`src/rtl/fetch_sequencer.sv`:
```
// Instruction fetch sequencer: owns the PC, issues single-outstanding imem fetches and hands words to decode.
// Optional macro BRANCH_MISALIGN_CHECK_EN flags misaligned redirect targets instead of forcing word alignment.
module fetch_sequencer #(
  parameter logic [31:0] RESET_PC = 32'h0000_0000,
  parameter logic [31:0] PC_STEP  = 32'd4
) (
  input  logic        clk,
  input  logic        rst_n,
  input  logic        br_valid,
  input  logic        NextPCSrc,
  input  logic [31:0] br_target,
  output logic        imem_req,
  output logic [31:0] imem_addr,
  input  logic        imem_gnt,
  input  logic        imem_rvalid,
  input  logic [31:0] imem_rdata,
  output logic        if_valid,
  output logic [31:0] if_instr,
  output logic [31:0] if_pc,
  input  logic        id_ready
`ifdef BRANCH_MISALIGN_CHECK_EN
  ,
  output logic        misalign,
  output logic [31:0] misalign_addr
`endif
);

  localparam logic [31:0] NOP_INSTR = 32'h0000_0013;

  typedef enum logic [1:0] {
    S_BOOT,
    S_FETCH,
    S_WAIT,
    S_HOLD
  } state_e;

  state_e      state_q, state_d;
  logic [31:0] pc_q, pc_d;
  logic [31:0] req_pc_q, req_pc_d;
  logic        kill_q, kill_d;
  logic        hold_q, hold_d;
  logic [31:0] instr_q, instr_d;
  logic [31:0] ifpc_q, ifpc_d;

  logic        redirect_req;
  logic        redirect;
  logic [31:0] load_target;
  logic [31:0] pc_inc;
  logic        handshake;

  assign redirect_req = br_valid & NextPCSrc;
  assign pc_inc       = pc_q + PC_STEP;

`ifdef BRANCH_MISALIGN_CHECK_EN
  logic        misaligned;
  logic        misalign_q, misalign_d;
  logic [31:0] misalign_addr_q, misalign_addr_d;

  // A misaligned target is reported and otherwise behaves as if no redirect happened.
  assign misaligned  = (br_target[1:0] != 2'b00);
  assign redirect    = redirect_req & ~misaligned;
  assign load_target = br_target;

  always_comb begin
    misalign_d      = 1'b0;
    misalign_addr_d = misalign_addr_q;
    if (redirect_req && misaligned) begin
      misalign_d      = 1'b1;
      misalign_addr_d = br_target;
    end
  end

  always_ff @(posedge clk or negedge rst_n) begin
    if (!rst_n) begin
      misalign_q      <= 1'b0;
      misalign_addr_q <= 32'h0000_0000;
    end else begin
      misalign_q      <= misalign_d;
      misalign_addr_q <= misalign_addr_d;
    end
  end

  assign misalign      = misalign_q;
  assign misalign_addr = misalign_addr_q;
`else
  assign redirect    = redirect_req;
  assign load_target = br_target & 32'hFFFF_FFFC;
`endif

  // The redirect mask on if_valid guarantees no handshake completes in a redirect cycle.
  assign if_valid  = hold_q & ~redirect;
  assign if_instr  = instr_q;
  assign if_pc     = ifpc_q;
  assign imem_req  = (state_q == S_FETCH);
  assign imem_addr = pc_q;
  assign handshake = if_valid & id_ready;

  always_comb begin
    state_d  = state_q;
    pc_d     = pc_q;
    req_pc_d = req_pc_q;
    kill_d   = kill_q;
    hold_d   = hold_q;
    instr_d  = instr_q;
    ifpc_d   = ifpc_q;

    unique case (state_q)
      S_BOOT: begin
        state_d = S_FETCH;
        if (redirect) pc_d = load_target;
      end

      S_FETCH: begin
        if (imem_gnt) begin
          req_pc_d = pc_q;
          state_d  = S_WAIT;
          // A redirect coinciding with the grant makes the accepted request stale.
          if (redirect) begin
            pc_d   = load_target;
            kill_d = 1'b1;
          end else begin
            pc_d = pc_inc;
          end
        end else if (redirect) begin
          pc_d = load_target;
        end
      end

      S_WAIT: begin
        if (redirect) begin
          pc_d   = load_target;
          kill_d = 1'b1;
        end
        if (imem_rvalid) begin
          if (kill_q || redirect) begin
            kill_d  = 1'b0;
            state_d = S_FETCH;
          end else begin
            instr_d = imem_rdata;
            ifpc_d  = req_pc_q;
            hold_d  = 1'b1;
            state_d = S_HOLD;
          end
        end
      end

      S_HOLD: begin
        if (redirect) begin
          pc_d    = load_target;
          hold_d  = 1'b0;
          state_d = S_FETCH;
        end else if (handshake) begin
          hold_d  = 1'b0;
          state_d = S_FETCH;
        end
      end

      default: begin
        state_d = S_BOOT;
      end
    endcase
  end

  always_ff @(posedge clk or negedge rst_n) begin
    if (!rst_n) begin
      state_q  <= S_BOOT;
      pc_q     <= RESET_PC;
      req_pc_q <= RESET_PC;
      kill_q   <= 1'b0;
      hold_q   <= 1'b0;
      instr_q  <= NOP_INSTR;
      ifpc_q   <= RESET_PC;
    end else begin
      state_q  <= state_d;
      pc_q     <= pc_d;
      req_pc_q <= req_pc_d;
      kill_q   <= kill_d;
      hold_q   <= hold_d;
      instr_q  <= instr_d;
      ifpc_q   <= ifpc_d;
    end
  end

endmodule

```
`config.mk`:
```
export PLATFORM = sky130hd
export DESIGN_NAME = fetch_sequencer
export DESIGN_NICKNAME = d
export VERILOG_FILES = /design/src/rtl/fetch_sequencer.sv
export SDC_FILE = /design/constraint.sdc
export NUM_CORES = 1
export LEC_CHECK = 0
export ABC_AREA = 1
export CAP_MARGIN = 0
export CORE_UTILIZATION = 53
export DETAILED_ROUTE_END_ITERATION = 12
export PLACE_DENSITY = 0.84
export SETUP_SLACK_MARGIN = 0.1
export SLEW_MARGIN = 20
export SYNTH_ARGS = -nofsm -noshare
export SYNTH_HDL_FRONTEND = slang
export SYNTH_SLANG_ARGS = --single-unit
```
`constraint.sdc`:
```
create_clock -name clk -period 3.71 [get_ports clk]
set_input_delay 0.742 -clock clk [delete_from_list [all_inputs] [get_ports clk]]
set_output_delay 0.742 -clock clk [all_outputs]
set_load 0.03 [all_outputs]
```
==> impl_metrics.toml, run 1 <==
[yosys]
synth_top_cell_area_share_pct = 51.4
yosysTopAreaCell = "dfrtp_1"
syn_nets = 708
synth_cell_types = 27
syn_area_um2 = 6280
synth_warnings = 0
syn_inst = 632
ys_ff_latch = 132
avgSynthCellArea_um2 = 9.94
seq_area_frac_synth_pct = 52.7
ys_top_cells_by_area = "dfrtp_1, mux2_4, nand2_1, o21ai_0, inv_1"

[floorplan]
core.rowCount = 39
core_um2 = 11500
start_util_pct = 54.8
io_pins = 169
die_h_um = 111
dieWidth_um = 111
dieArea_um2 = 12300

[route]
drc = 0
drt_first_pass_iters = 5
wl_per_cell_um = 16.6
drt-total-wl_um = 16000
antenna_left = 0
post_drt_via_cell_ratio = 5.25
drt-initial-drc-count = 359
vias = 5050

[global_route]
grt_pass1_wl_um = 26700
globalRouteTotalUtil_pct = 27.7
grt_pass1_vias = 5317
grt_overflow = 0
grt_max_degree = 108
antenna_found_initial = 0

[worst_setup_path]
crit_path_end_kind = "output port"
critPathSlowestCell = "clkdlybuf4s50_1"
critPathArrivalTime_ns = 2.06
reg2reg_to = "imem_addr[14]"
cp_max_fo = 2
reg2reg_depth = 10
crit_required_ns = 2.97
crit_chain = "clkdlybuf4s50_1 > nand2_4 > inv_4 > nor2_1 > clkdlybuf4s50_1"
worstReg2RegStart = "state_q[1]"
rrSetupSlack_ns = 1.66
cp-start-kind = "input port"
max_stage_delay_ns = 0.67
worstSetupStartpoint = "br_valid"
critical_path.most_common_cell = "clkdlybuf4s50_1"
worstSetupPathType = "input port to output port"

[final_layout]
diodes = 0
drive_gt1_share_pct = 14.1
fill_cells = 796
final_nets = 881
final_util_pct = 75.1
area_growth_pct = 37.2

[sta]
period_needed_ns = 2.80
slew_violations = 0
final-setup-viol-count = 0
maxSlewHeadroom_pct = 35.7
rsz0062_at_grt = "no"
fin_skew_ns = 0.00525
worst-slew-pin-transition_ns = 0.965
min_period_over_period_pct = 75.6
hold_viol_final = 0
fmax_mhz = 357
finalSetupTns_ns = 0

[cts]
cts_resized = 0
insertion_delay_ns = 0.41
cts_tree = "yes"
cts_buffer_depth = 2
h-tree-depth = 4
post-cts-setup-buffers = 0
numCtsBuffers = 17
cts.sinks = 132
path_clk_slew_ns = 0.05
clockRootBuffer = "clkbuf_16"
cts_hold_buf = 0

[placed_design]
dp_hpwl_um = 11300
gp_congestion = 0.861
numPortBuffers = 166

[pwr]
power_density_nw_per_um2 = 833
irDropWorstVdd_mv = 0.642
leakage_uw = 0.00417

[flow_run]
maxCapViolations = 0

[outcome]
outcome = "completed"

[min_path]
hp-class = "input port to asynchronous set/reset pin"
==> layer usage <==
metal	up-vias	routed length, um	global-route usage, %	share of wire, %
li1	2416	-	-	-
met1	2398	7040	36.3	44
met2	214	7680	45.5	48
met3	22	986	6.62	6.2
met4	0	248	9.07	1.6
met5	-	0	0	0
==> worst max-delay path by stage <==
stage | to | slack, ns | cells past startpoint
global placement | if_valid | 0.90 | 5
floorplan | if_valid | 1.33 | 5
CTS | if_valid | 0.89 | 5
finish | if_valid | 0.91 | 5
detailed placement | if_instr[20] | 0.88 | 8
global route | if_valid | 0.84 | 5
==> state kept, by name (all words and copies together), names as in the netlist <==
register	flops
state_q	2
if_pc	32
hold_q	1
imem_addr	32
kill_q	1
req_pc_q	32
if_instr	32
==> per-stage QoR <==
step / instance area [um2] / setup slack (ns) / hold WS (ns) / total power [uW] / instances
after floorplan: 6280 / 1.33 / 0.446 / 4350 / 632
after global placement: 8080 / 0.901 / 0.468 / 5560 / 929
after detailed placement: 8080 / 0.879 / 0.468 / 5670 / 929
after CTS: 8610 / 0.894 / 0.484 / 7220 / 961
after global routing: 8610 / 0.842 / 0.508 / 7560 / 961
final: 8610 / 0.907 / 0.433 / 7180 / 961
==> cells in the mapped netlist <==
| library cell | n |
|---|---|
| nand2_1 | 147 |
| dfrtp_1 | 129 |
| inv_1 | 60 |
| mux2_4 | 60 |
| nor2_1 | 57 |
| o21ai_0 | 48 |
| nand3_1 | 37 |
| a21oi_1 | 17 |
| clkbuf_1 | 11 |
| o211ai_1 | 9 |
| nand4_1 | 8 |
| xor2_1 | 7 |
| buf_6 | 6 |
| ha_1 | 5 |
| mux2_2 | 5 |
| nor3_1 | 5 |
| nor2_2 | 4 |
| buf_2 | 3 |
| dfstp_2 | 3 |
| nand3b_1 | 3 |
| nand2_4 | 2 |
| inv_4 | 1 |
| mux2i_1 | 1 |
| nand2_2 | 1 |
| nor3_4 | 1 |
| nor4_1 | 1 |
| o221ai_1 | 1 |
==> critical path, delay by kind of cell <==
kind	cells	cell delay, ns
simple gates	2	0.17
buf+inv	3	1.14
==> cell families after synthesis <==
| group | share of synthesized area (%) |
|---|---|
| compound gates | 6.40 |
| xor+xnor | 0.976 |
| fa+ha+maj | 0.996 |
| buf+inv | 5.66 |
| flops | 52.7 |
| mux | 15.4 |
| simple gates | 17.9 |
==> area by class of cell <==
class                           instances  area [um2]  share of cell area, %
Sequential cell                       132        3310                   38.4
Multi-Input combinational cell        419        2620                   30.4
Timing Repair Buffer                  174        1750                   20.3
Clock buffer                           21         450                   5.23
Inverter                               61         231                   2.69
Tap cell                              143         179                   2.08
Clock inverter                         11        81.3                  0.944
==> cells in the final DEF (no fill, tap or decap), types with 8 or more instances in the layout <==
master / instances
nor2_1: 57
dfrtp_1: 129
clkdlybuf4s50_1: 165
clkbuf_16: 17
nand2_1: 147
nand4_1: 8
mux2_4: 60
o21ai_0: 48
o211ai_1: 9
nand3_1: 37
inv_1: 60
a21oi_1: 17
==> where the power goes <==
part / switching, uW / internal, uW / total [uW]
Clock: 612 / 872 / 1480
Sequential: 463 / 2040 / 2500
Combinational: 1750 / 1430 / 3190
Total: 2830 / 4350 / 7180
Note: power is estimated with default switching activity, not from simulation.
==> run 2, diff against run 1 <==
--- a/config.mk
+++ b/config.mk
@@ -7,9 +7,9 @@
 export LEC_CHECK = 0
 export ABC_AREA = 1
 export CAP_MARGIN = 0
-export CORE_UTILIZATION = 53
+export CORE_UTILIZATION = 44
 export DETAILED_ROUTE_END_ITERATION = 12
-export PLACE_DENSITY = 0.84
+export PLACE_DENSITY = 0.74
 export SETUP_SLACK_MARGIN = 0.1
 export SLEW_MARGIN = 20
 export SYNTH_ARGS = -nofsm -noshare
==> constraint.sdc (replaced) <==
create_clock -name clk -period 2.3 [get_ports clk]
set_input_delay 0.46 -clock clk [delete_from_list [all_inputs] [get_ports clk]]
set_output_delay 0.46 -clock clk [all_outputs]
set_load 0.03 [all_outputs]
==> impl_metrics.toml, run 2 (synthesis gave the netlist of run 1 again) <==
[outcome]
outcome = "completed"

[final_layout]
final_util_pct = 63.4
diodes = 0
final_nets = 882
drive_gt1_share_pct = 14.7
finalInstanceArea_um2 = 8800
area_growth_pct = 40.1
layout_common_cells = "clkdlybuf4s50_1, nand2_1, dfrtp_1"
layout.cells.most_common = "clkdlybuf4s50_1"

[route]
wl_per_cell_um = 15.6
wl_met2_um = 7110
highest_layer = "met4"
post_drt_via_cell_ratio = 5.01
wl_met1_um = 7310
drt-initial-drc-count = 338
drt-total-wl_um = 15600
vias = 5006
drt_first_pass_iters = 5
drc = 0
antenna_left = 0
wl_met3_um = 946

[worst_setup_path]
cp-start-kind = "flop"
crit_required_ns = 1.84
max_stage_delay_ns = 0.73
crit_path_end_kind = "output port"
crit_chain = "clkdlybuf4s50_1"
path_buf_inv = 1
path_delay_family = "buffers and inverters"
rrSetupSlack_ns = 0.36
cp_max_fo = 6
worstSetupPathType = "flop to output port"
critPathArrivalTime_ns = 1.64
critPathSlowestCell = "clkdlybuf4s50_1"

[sta]
fin_hold_ws_ns = 0.0429
final-setup-viol-count = 0
fin_skew_ns = 0.00507
worst-slew-pin-transition_ns = 0.594
slew_violations = 0
maxSlewHeadroom_pct = 60.4
min_period_over_period_pct = 91.4
fmax_mhz = 476
period_needed_ns = 2.10
rsz0062_at_grt = "no"
hold_viol_final = 0
finalSetupTns_ns = 0

[floorplan]
start_util_pct = 45.2
io_pins = 169
die_h_um = 121
core.rowCount = 43
dieArea_um2 = 14800
dieWidth_um = 121
core_um2 = 13900

[cts]
cts.sinks = 132
cts_buffer_depth = 2
numCtsBuffers = 17
cts_tree = "yes"
cts_hold_buf = 0
clockRootBuffer = "clkbuf_16"
path_clk_slew_ns = 0.05
insertion_delay_ns = 0.41
h-tree-depth = 4
post-cts-setup-buffers = 0

[min_path]
hp-class = "input port to asynchronous set/reset pin"

[global_route]
grt_max_degree = 65
grt_overflow = 0
grt_pass1_vias = 5052
grt_pass1_wl_um = 24800
globalRouteTotalUtil_pct = 22.0
antenna_found_initial = 0

[placed_design]
dp_hpwl_um = 11300
numPortBuffers = 166
gp_congestion = 0.901
place_area_um2 = 8170

[pwr]
power_density_nw_per_um2 = 1370
leakage_uw = 0.00423
irDropWorstVdd_mv = 0.616
total_power_uw = 12000

[flow_run]
maxCapViolations = 0
==> run 2: cell count changes in the layout (fill, tap and decap cells not counted) <==
| cell | delta |
|---|---|
| buf_12 | +3 |
| buf_6 | -1 |
| bufinv_16 | +4 |
| clkbuf_1 | -3 |
| clkbuf_8 | +1 |
| clkdlybuf4s50_1 | -2 |
| clkinv_4 | -3 |
| clkinvlp_4 | +2 |
| dlygate4sd2_1 | +1 |
| inv_6 | -1 |
==> run 2: path summary, 6_finish.rpt <==
check,startpoint,end,cells past startpoint
setup reg to reg,state_q[0],if_instr[18],7
setup / recovery,imem_addr[17],imem_addr[17],1
hold reg to reg,req_pc_q[6],req_pc_q[6],2
hold / removal,rst_n,if_pc[0],1
min in group clk,req_pc_q[6],req_pc_q[6],2
max in group asynchronous,rst_n,imem_addr[17],2
==> run 2: final cells by class <==
class / instances / area (um2)
Timing Repair Buffer: 175 / 1790
Sequential cell: 132 / 3310
Inverter: 61 / 231
Multi-Input combinational cell: 419 / 2620
Tap cell: 180 / 225
Clock inverter: 13 / 181
Clock buffer: 19 / 453
Fill cell: 1132 / 5080
==> run 2: per-stage QoR <==
stage	worst slack, ns	instances
3_5_place_dp	0.0331	967
3_3_place_gp	0.0763	967
4_1_cts	0.200	999
2_1_floorplan	0.485	632
5_1_grt	0.158	999
6_report	0.199	999
==> run 2: timing repair <==
item	4_1_cts	5_1_grt
endpoints found under the setup margin	1	0
hold endpoints to repair	0	0
gates resized for setup	1	0
==> run 2: power breakdown <==
part | switching, uW | internal (uW) | leakage [uW] | total [uW]
sequential | 716 | 3290 | 0.00165 | 4000
combinational | 2800 | 2340 | 0.00228 | 5140
clock | 1010 | 1860 | 0.000297 | 2870
total | 4520 | 7500 | 0.00423 | 12000
==> run 2: per-layer routing <==
layer / vias to the layer above / GRT usage [%]
met3: 17 / 5.26
met2: 189 / 34.7
met5: - / 0
met1: 2378 / 29.5
li1: 2422 / -
met4: 0 / 7.18
